**src/rtl/mc_pkg.sv**
```systemverilog
// Shared encodings for the multi-cycle RV32I control FSM: state type,
// opcode constants, mux-select encodings and the control bundle.
package mc_pkg;

  typedef enum logic [3:0] {
    S_FETCH    = 4'd0,
    S_DECODE   = 4'd1,
    S_MEMADR   = 4'd2,
    S_MEMREAD  = 4'd3,
    S_MEMWB    = 4'd4,
    S_MEMWRITE = 4'd5,
    S_EXEC_R   = 4'd6,
    S_EXEC_I   = 4'd7,
    S_ALUWB    = 4'd8,
    S_BRANCH   = 4'd9,
    S_JAL      = 4'd10,
    S_TRAP     = 4'd11
  } state_t;

  localparam logic [6:0] OP_LOAD   = 7'b0000011;
  localparam logic [6:0] OP_STORE  = 7'b0100011;
  localparam logic [6:0] OP_R      = 7'b0110011;
  localparam logic [6:0] OP_I      = 7'b0010011;
  localparam logic [6:0] OP_BRANCH = 7'b1100011;
  localparam logic [6:0] OP_JAL    = 7'b1101111;

  localparam logic [1:0] IMM_I = 2'b00;
  localparam logic [1:0] IMM_S = 2'b01;
  localparam logic [1:0] IMM_B = 2'b10;
  localparam logic [1:0] IMM_J = 2'b11;

  localparam logic [1:0] ALUOP_ADD   = 2'b00;
  localparam logic [1:0] ALUOP_SUB   = 2'b01;
  localparam logic [1:0] ALUOP_FUNCT = 2'b10;

  localparam logic [1:0] SRCA_PC    = 2'b00;
  localparam logic [1:0] SRCA_OLDPC = 2'b01;
  localparam logic [1:0] SRCA_REGA  = 2'b10;

  localparam logic [1:0] SRCB_REGB = 2'b00;
  localparam logic [1:0] SRCB_IMM  = 2'b01;
  localparam logic [1:0] SRCB_FOUR = 2'b10;

  localparam logic [1:0] RES_ALUOUT    = 2'b00;
  localparam logic [1:0] RES_DATA      = 2'b01;
  localparam logic [1:0] RES_ALURESULT = 2'b10;

  // Everything the decoder drives for one state.
  typedef struct packed {
    logic       pc_write;
    logic       adr_src;
    logic       mem_write;
    logic       ir_write;
    logic [1:0] result_src;
    logic [1:0] alu_src_a;
    logic [1:0] alu_src_b;
    logic [1:0] imm_src;
    logic [1:0] alu_op;
    logic       reg_write;
    logic       instr_done;
  } ctrl_t;

  // beq takes the branch on zero, bne on not-zero; other funct3 never branch.
  function automatic logic branch_taken(input logic [2:0] funct3, input logic zero);
    case (funct3)
      3'b000:  branch_taken = zero;
      3'b001:  branch_taken = ~zero;
      default: branch_taken = 1'b0;
    endcase
  endfunction

endpackage

```
**src/rtl/multicycle_controller_if.sv**
```systemverilog
// Controller <-> datapath bundle: IR fields and flags in, selects/enables out.
interface multicycle_controller_if;
  logic [6:0] op;
  logic [2:0] funct3;
  logic       zero;
  logic       mem_ready;
  logic       pc_write;
  logic       adr_src;
  logic       mem_write;
  logic       ir_write;
  logic [1:0] result_src;
  logic [1:0] alu_src_a;
  logic [1:0] alu_src_b;
  logic [1:0] imm_src;
  logic [1:0] alu_op;
  logic       reg_write;
  logic       instr_done;
  logic       illegal;

  // Controller side
  modport master (
    input  op, funct3, zero, mem_ready,
    output pc_write, adr_src, mem_write, ir_write, result_src, alu_src_a,
           alu_src_b, imm_src, alu_op, reg_write, instr_done, illegal
  );

  // Datapath side
  modport slave (
    output op, funct3, zero, mem_ready,
    input  pc_write, adr_src, mem_write, ir_write, result_src, alu_src_a,
           alu_src_b, imm_src, alu_op, reg_write, instr_done, illegal
  );
endinterface

```
**src/rtl/mc_out_decode.sv**
```systemverilog
// Pure combinational state -> control mapping for the multi-cycle core.
// mem_ok gates the memory-side enables so a stalled state drives no writes.
module mc_out_decode
  import mc_pkg::*;
(
  input  state_t     state,
  input  logic [6:0] op,
  input  logic [2:0] funct3,
  input  logic       zero,
  input  logic       mem_ok,
  output ctrl_t      ctrl
);

  // Per-state select and enable values; anything unlisted stays zero.
  always_comb begin
    ctrl = '0;
    case (state)
      S_FETCH: begin
        ctrl.adr_src    = 1'b0;
        ctrl.ir_write   = mem_ok;
        ctrl.alu_src_a  = SRCA_PC;
        ctrl.alu_src_b  = SRCB_FOUR;
        ctrl.alu_op     = ALUOP_ADD;
        ctrl.result_src = RES_ALURESULT;
        ctrl.pc_write   = mem_ok;
      end
      S_DECODE: begin
        // Branch target is computed speculatively into ALUOut here.
        ctrl.alu_src_a = SRCA_OLDPC;
        ctrl.alu_src_b = SRCB_IMM;
        ctrl.alu_op    = ALUOP_ADD;
        ctrl.imm_src   = IMM_B;
      end
      S_MEMADR: begin
        ctrl.alu_src_a = SRCA_REGA;
        ctrl.alu_src_b = SRCB_IMM;
        ctrl.alu_op    = ALUOP_ADD;
        ctrl.imm_src   = (op == OP_STORE) ? IMM_S : IMM_I;
      end
      S_MEMREAD: begin
        ctrl.result_src = RES_ALUOUT;
        ctrl.adr_src    = 1'b1;
      end
      S_MEMWB: begin
        ctrl.result_src = RES_DATA;
        ctrl.reg_write  = 1'b1;
        ctrl.instr_done = 1'b1;
      end
      S_MEMWRITE: begin
        ctrl.result_src = RES_ALUOUT;
        ctrl.adr_src    = 1'b1;
        ctrl.mem_write  = mem_ok;
        ctrl.instr_done = mem_ok;
      end
      S_EXEC_R: begin
        ctrl.alu_src_a = SRCA_REGA;
        ctrl.alu_src_b = SRCB_REGB;
        ctrl.alu_op    = ALUOP_FUNCT;
      end
      S_EXEC_I: begin
        ctrl.alu_src_a = SRCA_REGA;
        ctrl.alu_src_b = SRCB_IMM;
        ctrl.imm_src   = IMM_I;
        ctrl.alu_op    = ALUOP_FUNCT;
      end
      S_ALUWB: begin
        ctrl.result_src = RES_ALUOUT;
        ctrl.reg_write  = 1'b1;
        ctrl.instr_done = 1'b1;
      end
      S_BRANCH: begin
        ctrl.alu_src_a  = SRCA_REGA;
        ctrl.alu_src_b  = SRCB_REGB;
        ctrl.alu_op     = ALUOP_SUB;
        ctrl.result_src = RES_ALUOUT;
        ctrl.pc_write   = branch_taken(funct3, zero);
        ctrl.instr_done = 1'b1;
      end
      S_JAL: begin
        ctrl.alu_src_a  = SRCA_OLDPC;
        ctrl.alu_src_b  = SRCB_FOUR;
        ctrl.alu_op     = ALUOP_ADD;
        ctrl.result_src = RES_ALUOUT;
        ctrl.pc_write   = 1'b1;
      end
      default: ctrl = '0;
    endcase
  end

endmodule

```
**src/rtl/multicycle_controller.sv**
```systemverilog
// Control FSM for the multi-cycle RV32I core. Holds the state register,
// next-state logic and the sticky illegal flag; output mapping lives in
// mc_out_decode. Optional feature macro: MCCTRL_MEM_WAIT_EN (FETCH, MEMREAD
// and MEMWRITE stall until mem_ready).
module multicycle_controller
  import mc_pkg::*;
(
  input  logic                           clk,
  input  logic                           rst,
  multicycle_controller_if.master        bus
);

  state_t state;
  state_t state_nxt;
  state_t state_view;
  logic   illegal_q;
  logic   mem_ok;
  ctrl_t  ctrl_raw;

`ifdef MCCTRL_MEM_WAIT_EN
  assign mem_ok = bus.mem_ready;
`else
  assign mem_ok = 1'b1;
`endif

  // State register and sticky illegal flag (set on entry to TRAP).
  always_ff @(posedge clk) begin
    if (rst) begin
      state     <= S_FETCH;
      illegal_q <= 1'b0;
    end else begin
      state <= state_nxt;
      if (state_nxt == S_TRAP) illegal_q <= 1'b1;
    end
  end

  // Next-state: sequence the datapath; memory states hold while stalled.
  always_comb begin
    state_nxt = state;
    case (state)
      S_FETCH:    state_nxt = mem_ok ? S_DECODE : S_FETCH;
      S_DECODE: begin
        case (bus.op)
          OP_LOAD, OP_STORE: state_nxt = S_MEMADR;
          OP_R:              state_nxt = S_EXEC_R;
          OP_I:              state_nxt = S_EXEC_I;
          OP_BRANCH:         state_nxt = S_BRANCH;
          OP_JAL:            state_nxt = S_JAL;
          default:           state_nxt = S_TRAP;
        endcase
      end
      S_MEMADR:   state_nxt = (bus.op == OP_LOAD) ? S_MEMREAD : S_MEMWRITE;
      S_MEMREAD:  state_nxt = mem_ok ? S_MEMWB : S_MEMREAD;
      S_MEMWB:    state_nxt = S_FETCH;
      S_MEMWRITE: state_nxt = mem_ok ? S_FETCH : S_MEMWRITE;
      S_EXEC_R:   state_nxt = S_ALUWB;
      S_EXEC_I:   state_nxt = S_ALUWB;
      S_ALUWB:    state_nxt = S_FETCH;
      S_BRANCH:   state_nxt = S_FETCH;
      S_JAL:      state_nxt = S_ALUWB;
      S_TRAP:     state_nxt = S_TRAP;
      default:    state_nxt = S_FETCH;
    endcase
  end

  // While in reset the muxes present FETCH values regardless of state.
  assign state_view = rst ? S_FETCH : state;

  mc_out_decode u_out_decode (
    .state  (state_view),
    .op     (bus.op),
    .funct3 (bus.funct3),
    .zero   (bus.zero),
    .mem_ok (mem_ok),
    .ctrl   (ctrl_raw)
  );

  // Drive the bus; every write enable is suppressed in a reset cycle so an
  // in-flight instruction is aborted without side effects.
  always_comb begin
    bus.pc_write   = ctrl_raw.pc_write   & ~rst;
    bus.ir_write   = ctrl_raw.ir_write   & ~rst;
    bus.mem_write  = ctrl_raw.mem_write  & ~rst;
    bus.reg_write  = ctrl_raw.reg_write  & ~rst;
    bus.instr_done = ctrl_raw.instr_done & ~rst;
    bus.adr_src    = ctrl_raw.adr_src;
    bus.result_src = ctrl_raw.result_src;
    bus.alu_src_a  = ctrl_raw.alu_src_a;
    bus.alu_src_b  = ctrl_raw.alu_src_b;
    bus.imm_src    = ctrl_raw.imm_src;
    bus.alu_op     = ctrl_raw.alu_op;
    bus.illegal    = illegal_q;
  end

endmodule

```
**src/flat_wrapper.sv**
```systemverilog
// flat-port wrapper written by rule: the top's interface ports become plain ports
module multicycle_controller_flat import mc_pkg::*;
  (clk, rst, bus_op, bus_funct3, bus_zero, bus_mem_ready, bus_pc_write, bus_adr_src, bus_mem_write, bus_ir_write, bus_result_src, bus_alu_src_a, bus_alu_src_b, bus_imm_src, bus_alu_op, bus_reg_write, bus_instr_done, bus_illegal);
  multicycle_controller_if bus_i ();
  input  logic clk;
  input  logic rst;
  input wire logic [$bits(bus_i.op)-1:0] bus_op;
  input wire logic [$bits(bus_i.funct3)-1:0] bus_funct3;
  input wire logic [$bits(bus_i.zero)-1:0] bus_zero;
  input wire logic [$bits(bus_i.mem_ready)-1:0] bus_mem_ready;
  output wire logic [$bits(bus_i.pc_write)-1:0] bus_pc_write;
  output wire logic [$bits(bus_i.adr_src)-1:0] bus_adr_src;
  output wire logic [$bits(bus_i.mem_write)-1:0] bus_mem_write;
  output wire logic [$bits(bus_i.ir_write)-1:0] bus_ir_write;
  output wire logic [$bits(bus_i.result_src)-1:0] bus_result_src;
  output wire logic [$bits(bus_i.alu_src_a)-1:0] bus_alu_src_a;
  output wire logic [$bits(bus_i.alu_src_b)-1:0] bus_alu_src_b;
  output wire logic [$bits(bus_i.imm_src)-1:0] bus_imm_src;
  output wire logic [$bits(bus_i.alu_op)-1:0] bus_alu_op;
  output wire logic [$bits(bus_i.reg_write)-1:0] bus_reg_write;
  output wire logic [$bits(bus_i.instr_done)-1:0] bus_instr_done;
  output wire logic [$bits(bus_i.illegal)-1:0] bus_illegal;
  assign bus_i.op = bus_op;
  assign bus_i.funct3 = bus_funct3;
  assign bus_i.zero = bus_zero;
  assign bus_i.mem_ready = bus_mem_ready;
  assign bus_pc_write = bus_i.pc_write;
  assign bus_adr_src = bus_i.adr_src;
  assign bus_mem_write = bus_i.mem_write;
  assign bus_ir_write = bus_i.ir_write;
  assign bus_result_src = bus_i.result_src;
  assign bus_alu_src_a = bus_i.alu_src_a;
  assign bus_alu_src_b = bus_i.alu_src_b;
  assign bus_imm_src = bus_i.imm_src;
  assign bus_alu_op = bus_i.alu_op;
  assign bus_reg_write = bus_i.reg_write;
  assign bus_instr_done = bus_i.instr_done;
  assign bus_illegal = bus_i.illegal;
  multicycle_controller u_core (.clk(clk), .rst(rst), .bus(bus_i));
endmodule
```
**config.mk**
```make
export PLATFORM = sky130hd
export DESIGN_NAME = multicycle_controller_flat
export DESIGN_NICKNAME = d
export VERILOG_FILES = /design/src/rtl/mc_pkg.sv /design/src/rtl/multicycle_controller_if.sv /design/src/rtl/mc_out_decode.sv /design/src/rtl/multicycle_controller.sv /design/src/flat_wrapper.sv
export SDC_FILE = /design/constraint.sdc
export NUM_CORES = 1
export LEC_CHECK = 0
export CELL_PAD_IN_SITES_DETAIL_PLACEMENT = 1
export CELL_PAD_IN_SITES_GLOBAL_PLACEMENT = 1
export CORE_UTILIZATION = 26
export DETAILED_ROUTE_END_ITERATION = 16
export GPL_ROUTABILITY_DRIVEN = 0
export PLACE_DENSITY_LB_ADDON = 0.1
export RECOVER_POWER = 100
export SETUP_SLACK_MARGIN = 0.4
export SYNTH_ARGS = -nofsm -noshare
export SYNTH_HDL_FRONTEND = slang
export SYNTH_HIERARCHICAL = 1
export SYNTH_SLANG_ARGS = --single-unit
```
**constraint.sdc**
```tcl
create_clock -name clk -period 1.8 [get_ports clk]
set_input_delay 0.18 -clock clk [delete_from_list [all_inputs] [get_ports clk]]
set_output_delay 0.18 -clock clk [all_outputs]
set_load 0.01 [all_outputs]
```
Yosys cells after proc, flatten, opt, wreduce, memory -nomap -nowiden
Cells that the tools add are included.
{"block": "totals", "out_inout_bits": 17, "reg_bits": 5, "inputBits": 14, "word_cells": 62}
{"block": "op_classes", "eq_ne": 25, "reduce_logical": 12, "bitwise": 7, "n_mux": 16}
{"cell": "$pmux W4 S5", "count": 2}
{"cell": "$eq A4 B3 Y1 const B", "count": 6}
{"cell": "$eq A4 B4 Y1 const B", "count": 6}
{"cell": "$pmux W4 S6", "count": 1}
{"cell": "$eq A4 B2 Y1 const B", "count": 4}
{"cell": "$eq A7 B6 Y1 const B", "count": 2}
{"cell": "$eq A7 B7 Y1 const B", "count": 2}
{"cell": "$reduce_or A2 Y1", "count": 7}
{"cell": "$pmux W2 S2", "count": 3}
{"cell": "$eq A4 B1 Y1 const B", "count": 2}
{"cell": "$logic_not A4 Y1", "count": 2}
{"cell": "$eq A7 B2 Y1 const B", "count": 1}
{"cell": "$eq A7 B5 Y1 const B", "count": 1}
{"cell": "$mux W1", "count": 6}
{"cell": "$and A1 B1 Y1", "count": 5}
{"cell": "$mux W4", "count": 1}
{"cell": "$pmux W1 S2", "count": 2}
{"cell": "$reduce_or A4 Y1", "count": 1}
{"cell": "$eq A3 B1 Y1 const B", "count": 1}
{"cell": "$logic_not A3 Y1", "count": 1}
{"cell": "$mux W3", "count": 1}
{"cell": "$reduce_or A3 Y1", "count": 1}
{"cell": "$not A1 Y1", "count": 2}

Depth between registers and ports, before layout
{"block": "logic_depth", "depth_word": 5, "depth_mapped": 8, "depth_no_buf": 6}

By module
Netlist, hierarchy kept.
{"mod": "multicycle_controller", "seq_area_each_um2": 100.1, "area_each_um2": 459.2, "instances": 1, "cells_each": 59}
{"mod": "mc_out_decode", "seq_area_each_um2": 0.0, "area_each_um2": 274.0, "instances": 1, "cells_each": 41}

Worst setup path after synthesis
No wires, ideal clock.
{"block": "synth_timing", "kind": "in2out", "startpoint": "input rst", "endpoint": "output bus_ir_write", "t_required_ns": 1.620, "path_buffers": 2, "arrival_ns": 1.674, "setup_slack_ns": -0.054, "path_stages": 6, "path_cell_list": "buf_1 nor2b_1 clkbuf_1 nor4_1 and2_1 nor2b_1"}
{"element": "from (decl)", "line_no": "flat_wrapper.sv:6", "source": "input logic rst;"}
{"element": "to (decl)", "line_no": "flat_wrapper.sv:14", "source": "output wire logic [$bits(bus_i.ir_write)-1:0] bus_ir_write;"}

==> results.txt <==
- The worst hold path passes through 2 cells.
* Synth cell count leaders: nor2_1, nor2b_1, a21oi_1, nand2_1, dfxtp_1
- For this run, asynchronously set or reset flops after synthesis account for 0.
- Ordered cell list for the critical path: inv_2, nor2_4, or3b_1, a211o_1, o41ai_2, nor2b_2, buf_2
* Critical path start-end classification: register to primary output
- Power Dens Cells: 1130 nW/um^2
- The run finished, with violations left.
- Of all nets on the critical path, the largest fanout is 3.
* Maximum number of pins on one net before global-route repair: 11
* FMAX: 524 MHz
* Register clock-pin slew on the reported worst setup and hold paths: 0.04 ns
* Reg2reg path depth: 6
- Excluding fillers, the count of instances in the completed layout stands at 201.
- Critical path capture point type: primary output
- Summed over all cells, the static leakage comes to 0.000734 uW.
* Post-Place Worst Slack: -0.703 ns
- Yosys printed 6 warnings.
* Setup slack of the critical path after layout: -0.107 ns
- Die Footprint: 3040 um^2
- Setup violations remaining at the end of the flow were counted as 6.
- Final critical-path share of the clock period: 1.06
- For this run, the share of the core covered by cells in the final layout is 0.611.
* Number of synthesized flops with an enable pin: 0
- Antenna violation net count after detailed routing: 0
- CP bufs+invs: 2
- The first global-routing pass estimated 4430 um of wire.
* Max Clock Skew: 0.00131 ns
* Vias per Instance: 5.03
* Iteration count of the initial detailed-routing pass: 3
- Register bit count reported by yosys: 5
- Leading cell types by total area after synthesis: dfxtp_1, nor2b_1, nor2_1
- The detailed router finished its first iteration with 4 violations.
- After the last flow step, the layout net total stands at 186.
- Setup repair after global routing could not meet its margin everywhere.
- FP Rows: 18
- Largest stage delay, worst path: 0.40 ns
* Count of cell types in the netlist: 43
* Area taken by flip-flops and latches: 105 um^2
- The tightest min-delay check is of the register to register type.
- Summed over all layers, the routed wires come to 3580 um.
- Number of violations of the max-capacitance limit: 0
- For this configuration, the core starts out at a cell density of 0.286.
- Top Family by Delay on Critical Path: simple AND/OR/NAND/NOR gates
- Vias in the first global route: 970
- Part of the Yosys area used for sequential elements: 0.137
* Antenna Cells: 0
- In this run, post-CTS hold repair placed 0 buffers.
- CTS max path bufs: 2
- Peak supply drop: 0.000930 V
* Fill cell instance count of the final layout: 304
- Layout area overhead: 114%
- Root Buffer Master: clkbuf_4
- The HPWL after detailed placement is 1850 um.
- The final count of pins violating max slew is 0.
- Post-synthesis cell type with the largest combined area: dfxtp_1
* Top-level port count: 31
- TritonCTS built the clock tree.
- Clock latency on the worst-skew pair: 0.23 ns
- Layout cells sized above 1: 0.608
* Gate Count Post-Synth: 100
* Cts bufs inserted: 3
* CP Data Arrival Time: 1.73 ns
- Once placement completed, the tool counted placed cells totaling 177.
- The number of failing hold endpoints at the final stage is 0.
- Required time of the critical path: 1.62 ns
* Synthesized cell area: 733 um^2
- Minimum clock period after layout: 1.91 ns
* Synth Flop Type: dfxtp_1
- After detailed routing, the number of remaining DRC violations is 0.
* Total global routing overflow: 0
- Avg Synthesized Cell Area: 7.33 um^2
* Number of H-tree branching levels: 1
- Counting every sink on the clock net gives 5.
* Overall Global Routing Usage: 0.205
- Die height: 55.1 um
* Area used by multi-input combinational logic: 727 um^2
* Average wire length per cell after detail routing: 17.8 um
- Initial antenna violation count: 0
- Buffers placed on the I/O ports in this run total 29.
- Area of the core region: 2570 um^2
* Failing checks: negative setup slack
* Worst path depth: 7
- Slowest cell on the critical path: or3b_1
* Via total after detailed routing: 1,012
- The share of synthesized area in the top cell type comes to 0.137.
* Die extent in x: 55.1 um
- Setup crit start kind: register
## cell type report
type | instances | area share
Sequential cell | 5 | 0.0670
Clock buffer | 4 | 0.0167
Timing Repair Buffer | 72 | 0.419
Inverter | 4 | 0.00957
Tap cell | 30 | 0.0239
Multi-Input combinational cell | 86 | 0.463
## per-stage QoR
stage / instance area [um^2] / setup TNS (ns) / hold slack [ns] / total power [uW]
4_1_cts: 1450 / -0.0740 / 0.510 / 1580
2_1_floorplan: 798 / 0 / 0.248 / 861
6_report: 1570 / -0.286 / 0.501 / 1770
3_3_place_gp: 1230 / -7.33 / 0.473 / 1230
3_5_place_dp: 1230 / -8.32 / 0.485 / 1250
5_1_grt: 1570 / -0.809 / 0.523 / 1890
## state kept, by name, indices dropped and copies added (netlist names)
| signal | flops |
|---|---|
| u_core/state | 4 |
| u_core/bus.illegal | 1 |
## tightest hold or removal path: cells and delay by family (launching register included)
family / cells / cell delay [ns]
AOI/OAI and AO/OA: 1 / 0.08
buffers and inverters: 1 / 0.06
DFF: 1 / 0.31
## what timing repair did
| action | CTS | global route |
|---|---|---|
| resized for setup | 114 | 23 |
| setup buffers | 11 | 9 |
| endpoints found under the setup margin | 18 | 17 |
| pin swaps | 17 | 11 |
## report_power, final
| part | switching [uW] | internal [uW] | total (uW) |
|---|---|---|---|
| combinational | 663 | 784 | 1450 |
| sequential | 28.0 | 165 | 193 |
| clock | 42.6 | 83.6 | 126 |
| total | 733 | 1030 | 1770 |
## layer usage
metal	vias to the layer above	global-route usage	part of all wire
met4	0	0.0542	0.025
met1	492	0.214	0.38
met5	-	0	0
li1	486	-	-
met3	9	0.00546	0.029
met2	25	0.432	0.57
## cell families (layout without fill, tap and decap cells)
logic type             Yosys count  in the layout  synth area share
AND/OR/NAND/NOR                 59             59             0.503
XOR/XNOR                         5              5            0.0597
other                            1              3           0.00511
flip-flops                       5              5             0.137
buffers and inverters           11             80            0.0938
AO/OA/AOI/OAI                   19             19             0.201
## path summary, 6_finish.rpt
check | start | to | slack (ns)
max | u_core/state[1]$_SDFF_PP0_ | bus_pc_write | -0.11
min | u_core/bus.illegal$_SDFFE_PP0N_ | u_core/bus.illegal$_SDFFE_PP0N_ | 0.50
max reg2reg | u_core/state[1]$_SDFF_PP0_ | u_core/bus.illegal$_SDFFE_PP0N_ | 0.46
min reg2reg | u_core/bus.illegal$_SDFFE_PP0N_ | u_core/bus.illegal$_SDFFE_PP0N_ | 0.50
## layout by cell type, fill, tap and decap left out, types with 3 or more instances in the layout
master	count
dfxtp_2	4
buf_4	22
buf_6	25
clkdlybuf4s50_1	6
dlygate4sd2_1	4
clkbuf_4	3
nor2b_4	7
conb_1	3
a21oi_1	5
nor2b_1	3
nor2_1	8
xnor2_1	3
nand2_1	3
buf_2	10
a21oi_2	3
Power figures use the tool's default switching activity.
